File: src/rtl/tpu_pkg.sv
// Shared types and defaults for the systolic-array matrix-multiply sequencer.
package tpu_pkg;

   typedef enum logic [2:0] {
      IDLE,
      WREQ,
      WLATCH,
      RUN,
      DONE
   } state_t;

   localparam int DEF_MATRIX_SIZE = 128;
   localparam int DEF_ARRAY_LAT   = 256;

   function automatic int cnt_width(input int msize);
      return $clog2(msize) + 1;
   endfunction

endpackage

File: src/rtl/tpu_lat_counter.sv
// Loadable down-counter; o_done rises LAT cycles after i_load and holds until i_clr.
module tpu_lat_counter #(
   parameter int LAT = 256
) (
   input  logic clk,
   input  logic rstn,
   input  logic i_clr,
   input  logic i_load,
   output logic o_done
);

   localparam int W = $clog2(LAT + 1);

   logic [W-1:0] r_cnt;
   logic         r_arm;

   always_ff @(posedge clk or negedge rstn) begin
      if (!rstn) begin
         r_cnt <= '0;
         r_arm <= 1'b0;
      end else if (i_clr) begin
         r_cnt <= '0;
         r_arm <= 1'b0;
      end else if (i_load) begin
         r_cnt <= W'(LAT);
         r_arm <= 1'b1;
      end else if (r_cnt != '0) begin
         r_cnt <= r_cnt - 1'b1;
      end
   end

   assign o_done = r_arm && (r_cnt == '0);

endmodule

File: src/rtl/tpu_mm_sequencer.sv
// Sequences one weight-stationary matmul: weight pop, latch, row issue, delayed result writes.
module tpu_mm_sequencer
   import tpu_pkg::*;
#(
   parameter int MATRIX_SIZE = DEF_MATRIX_SIZE,
   parameter int ADDRESSSIZE = 10,
   parameter int ARRAY_LAT   = DEF_ARRAY_LAT,
   parameter int CNT_W       = cnt_width(MATRIX_SIZE)
) (
   input  logic                   clk,
   input  logic                   rstn,
   input  logic                   start,
   input  logic [CNT_W-1:0]       num_rows,
   input  logic [ADDRESSSIZE-1:0] act_base,
   input  logic [ADDRESSSIZE-1:0] res_base,
   input  logic                   fifo_empty,
   output logic                   fifo_read_enable,
   output logic                   we_rl,
   output logic [ADDRESSSIZE-1:0] act_addr,
   output logic                   valid_address,
   output logic                   res_we,
   output logic [ADDRESSSIZE-1:0] res_addr,
   output logic                   busy,
   output logic                   end_,
   output logic                   err
);

   state_t                 r_state;
   logic [CNT_W-1:0]       r_n;
   logic [CNT_W-1:0]       r_icnt;
   logic [CNT_W-1:0]       r_wcnt;
   logic [ADDRESSSIZE-1:0] r_ab;
   logic [ADDRESSSIZE-1:0] r_rb;
   logic                   r_fre;
   logic                   r_we_rl;
   logic                   r_valid;
   logic [ADDRESSSIZE-1:0] r_act_addr;
   logic                   r_res_we;
   logic [ADDRESSSIZE-1:0] r_res_addr;
   logic                   r_busy;
   logic                   r_end;
   logic                   r_err;

   logic w_lat_load;
   logic w_lat_clr;
   logic w_lat_done;

   // Write side is armed the same edge that enters RUN; it fires exactly
   // ARRAY_LAT edges after the first issue edge.
   assign w_lat_load = (r_state == WLATCH) && (r_n != '0);
   assign w_lat_clr  = (r_state == DONE);

   tpu_lat_counter #(
      .LAT (ARRAY_LAT)
   ) u_lat (
      .clk    (clk),
      .rstn   (rstn),
      .i_clr  (w_lat_clr),
      .i_load (w_lat_load),
      .o_done (w_lat_done)
   );

   always_ff @(posedge clk or negedge rstn) begin
      if (!rstn) begin
         r_state    <= IDLE;
         r_n        <= '0;
         r_icnt     <= '0;
         r_wcnt     <= '0;
         r_ab       <= '0;
         r_rb       <= '0;
         r_fre      <= 1'b0;
         r_we_rl    <= 1'b0;
         r_valid    <= 1'b0;
         r_act_addr <= '0;
         r_res_we   <= 1'b0;
         r_res_addr <= '0;
         r_busy     <= 1'b0;
         r_end      <= 1'b0;
         r_err      <= 1'b0;
      end else begin
         r_fre      <= 1'b0;
         r_we_rl    <= 1'b0;
         r_valid    <= 1'b0;
         r_act_addr <= '0;
         r_res_we   <= 1'b0;
         r_res_addr <= '0;
         r_end      <= 1'b0;
         unique case (r_state)
            IDLE: begin
               r_busy <= 1'b0;
               if (start) begin
                  if (num_rows > CNT_W'(MATRIX_SIZE)) begin
                     r_err <= 1'b1;
                  end else begin
                     r_err   <= 1'b0;
                     r_n     <= num_rows;
                     r_ab    <= act_base;
                     r_rb    <= res_base;
                     r_icnt  <= '0;
                     r_wcnt  <= '0;
                     r_busy  <= 1'b1;
                     r_state <= WREQ;
                  end
               end
            end
            WREQ: begin
               if (!fifo_empty) begin
                  r_fre   <= 1'b1;
                  r_state <= WLATCH;
               end
            end
            WLATCH: begin
               r_we_rl <= 1'b1;
               r_state <= (r_n == '0) ? DONE : RUN;
            end
            RUN: begin
               if (r_icnt != r_n) begin
                  r_valid    <= 1'b1;
                  r_act_addr <= r_ab + ADDRESSSIZE'(r_icnt);
                  r_icnt     <= r_icnt + 1'b1;
               end
               if (w_lat_done && (r_wcnt != r_n)) begin
                  r_res_we   <= 1'b1;
                  r_res_addr <= r_rb + ADDRESSSIZE'(r_wcnt);
                  r_wcnt     <= r_wcnt + 1'b1;
                  if (r_wcnt + 1'b1 == r_n) r_state <= DONE;
               end
            end
            DONE: begin
               r_end   <= 1'b1;
               r_state <= IDLE;
            end
            default: r_state <= IDLE;
         endcase
      end
   end

   assign fifo_read_enable = r_fre;
   assign we_rl            = r_we_rl;
   assign act_addr         = r_act_addr;
   assign valid_address    = r_valid;
   assign res_we           = r_res_we;
   assign res_addr         = r_res_addr;
   assign busy             = r_busy;
   assign end_             = r_end;
   assign err              = r_err;

endmodule

File: config.mk
export PLATFORM = sky130hd
export DESIGN_NAME = tpu_mm_sequencer
export DESIGN_NICKNAME = d
export VERILOG_FILES = /design/src/rtl/tpu_pkg.sv /design/src/rtl/tpu_lat_counter.sv /design/src/rtl/tpu_mm_sequencer.sv
export SDC_FILE = /design/constraint.sdc
export NUM_CORES = 1
export LEC_CHECK = 0
export ABC_AREA = 1
export BUFFER_PORTS_ARGS = -buffer_cell sky130_fd_sc_hd__buf_2
export CORE_ASPECT_RATIO = 1.1
export CORE_MARGIN = 4
export CORE_UTILIZATION = 50
export CTS_BUF_LIST = sky130_fd_sc_hd__clkbuf_16
export DETAILED_ROUTE_END_ITERATION = 7
export PLACE_DENSITY = 0.72
export SYNTH_ARGS = -nofsm -noshare
export SYNTH_HDL_FRONTEND = slang
export SYNTH_SLANG_ARGS = --single-unit
File: constraint.sdc
create_clock -name clk -period 3.57 [get_ports clk]
set_clock_uncertainty 0.2 [all_clocks]
set_input_delay 0.714 -clock clk [delete_from_list [all_inputs] [get_ports clk]]
set_output_delay 0.714 -clock clk [all_outputs]
set_load 0.02 [all_outputs]
==> key figures <==
Timing
  • Slew Limit Fails: 0
  • Fin Setup TNS: 0 ps
  • Period utilization: 67.7%
  • Final min period: 2420 ps
  • Least-Margin Pin Slew: 1040 ps
  • Hold Fails Final Rpt: 0
  • # setup viols final: 0
  • RSZ-0062 raised after global routing: false
  • Slew headroom: 30.6%
  • Achievable Freq: 0.414 GHz
  • Worst setup margin: 1150 ps
  • Hold Worst Slack: 257 ps

Cells and area
  • Post-route cell area: 0.00532 mm^2
  • Layout Utilization: 59.3%
  • Share of cells above drive strength 1: 14.1%
  • Multi-input gate area: 0.00224 mm^2
  • Final std cells w/o fill: 765
  • Number of diodes: 0
  • Fill cell count: 802
  • Reg area: 0.00210 mm^2
  • Nets: 699
  • Area grow syn2layout: 14.5%

Setup path
  • Max incr delay on CP: 520 ps
  • Slowest-stage cell, CP: nand4_1
  • Reg2reg start: u_lat.r_cnt[0]
  • Critical Path Fanout Max: 12
  • Critical path's top delay family: simple AND/OR/NAND/NOR gates
  • Bufs and invs on worst path: 2
  • CP Launch Type: flip-flop
  • Setup crit end kind: flip-flop
  • WP data required: 3640 ps
  • CP cell instances: inv_1 -> ha_1 -> nand2_2 -> nor3_4 -> nand4_1 -> inv_2 -> o21ai_0 -> a21oi_1
  • Crit path launch: u_lat.r_cnt[0]
  • Critical path class: reg2reg
  • Data arrival, critical path: 2490 ps

Clocking
  • Post-CTS Setup Inserts: 0
  • Clk root buf: clkbuf_16
  • CTS clk-pin slew, worst paths: 60 ps
  • CTS tree: built
  • Clk sink count: 84
  • Worst-skew pair later-pin latency: 350 ps
  • CTS Hold Buffers Added: 0
  • CTS Buffer Depth: 2
  • Gates resized, CTS repair: 0
  • Htree depth: 3
  • CTS Buf Count: 9

Global routing
  • Global-route wire length before repair: 18.9 mm
  • Initial antenna violation count: 0
  • Vias in the first global route: 4048
  • Largest net degree at the start of global routing: 85
  • Total GRT Usage: 22.0%
  • Remaining Overflow, GRT: 0

Synthesis
  • Fraction of registers with async set/reset: 100%
  • Syn_nets: 637
  • Top cells by area, synth: dfrtp_1, nand2_1, ha_1
  • FF+latch count, synth: 84
  • Synth warn: 0
  • Most numerous cell in the Yosys netlist: nand2_1
  • Top cells by count, synth: nand2_1, dfrtp_1, inv_1, nor2_1
  • Synth Flop Type: dfrtp_1
  • Avg Inst Size Synth: 7.95 um^2
  • Post-Synthesis Cells: 584
  • Sequential fraction of the synthesis area: 45.3%
  • Post-synth top area share: 45.3%
  • Netlist Area Pre-Place: 0.00464 mm^2
  • Synth unique cells: 40
  • Synth area leader: dfrtp_1
  • Number of synthesized flops with an enable pin: 0

Routing
  • Drt wl/cell: 14.6 um
  • Vias per Instance: 5.32
  • WL final: 11.2 mm
  • Via Count: 4069
  • DRC viols: 0
  • DR pass1 iterations: 5
  • Routed Antenna Nets: 0
  • Initial DRC Count: 236

Worst hold path
  • Hold_sp: r_rb[9]
  • Worst hold path type: reg2reg

Placed design
  • Placement Setup Slack: 1110 ps
  • Cells after DPL: 749
  • I/O Buffers: 58
  • Gp weighted congestion: 0.885
  • Post-Place Cell Area: 0.00503 mm^2
  • DP Wirelength: 8.10 mm

Die
  • Core ar.: 0.00896 mm^2
  • Initial core utilization: 51.8%
  • Core Rows: 36
  • Die Area: 0.0109 mm^2
  • Die H: 109 um
  • IO Pins: 59
  • Die width: 99.9 um

Power
  • Overall power: 2.84 mW
  • Power Dens Cells: 534 mW/mm^2
  • Leakage dissipation: 2.87 nW
  • Worst vdd ir: 0.393 mV

Run status
  • Status: complete, no violations

Run
  • Max_cap viols: 0
==> layout make-up <==
type	instances	area share, %
Timing Repair Buffer	59	5.65
Inverter	67	4.73
Sequential cell	84	39.5
Clock buffer	9	4.24
Multi-Input combinational cell	425	42.1
Clock inverter	7	1.11
Tap cell	114	2.68
==> logic make-up (layout without fill, tap and decap cells) <==
group	after synthesis	count (layout)	share of synthesized area (%)
XOR/XNOR	26	26	4.90
buffers and inverters	75	142	6.55
AND/OR/NAND/NOR	300	300	27.8
AO/OA/AOI/OAI	78	78	9.48
adder cells (fa/ha/maj)	21	21	5.98
flip-flops	84	84	45.3
==> layout by cell type, fill, tap and decap left out, drive strengths merged <==
cell and instances:
a211o 1, a211oi 3, a21o 2, a21oi 28, buf 59, bufinv 1, clkbuf 9, clkinv 4
clkinvlp 1, dfrtp 84, fa 2, ha 19, inv 68, nand2 179, nand3 32, nand3b 1
nand4 7, nor2 62, nor3 13, nor3b 2, nor4 3, o211ai 2, o21a 2, o21ai 32
o21bai 2, o22ai 4, o311ai 1, o31ai 1, or2 1, xnor2 5, xor2 21
==> worst paths after layout <==
path | endpoint | cells after the start | slack [ps]
setup / recovery | res_addr[5] | 8 | 1150
hold / removal | res_addr[9] | 1 | 260
setup reg to reg | res_addr[5] | 8 | 1150
hold reg to reg | res_addr[9] | 1 | 260
max in group asynchronous | act_addr[5] | 1 | 2150
min in group asynchronous | res_addr[6] | 1 | 330
==> power breakdown <==
group          internal [mW]  total [mW]  switching, mW
registers               1.08        1.22          0.139
logic                  0.282       0.712          0.430
clock network          0.532       0.910          0.378
==> state kept, by name, summed over array words and instances, names as in the netlist <==
register          count
act_addr             10
busy                  1
end_                  1
err                   1
fifo_read_enable      1
r_ab                 10
r_icnt                8
r_n                   8
r_rb                 10
r_state               3
r_wcnt                8
res_addr             10
res_we                1
u_lat.r_arm           1
u_lat.r_cnt           9
valid_address         1
we_rl                 1
==> per-layer routing <==
metal / up-vias / part of all wire, % / track usage, %
met2: 127 / 50 / 37.8
met5: - / 0 / 0
met1: 1908 / 43 / 27.1
met3: 28 / 5.2 / 4.86
li1: 2006 / - / -
met4: 0 / 2.5 / 8.49
(Power assumes the default switching activity.)
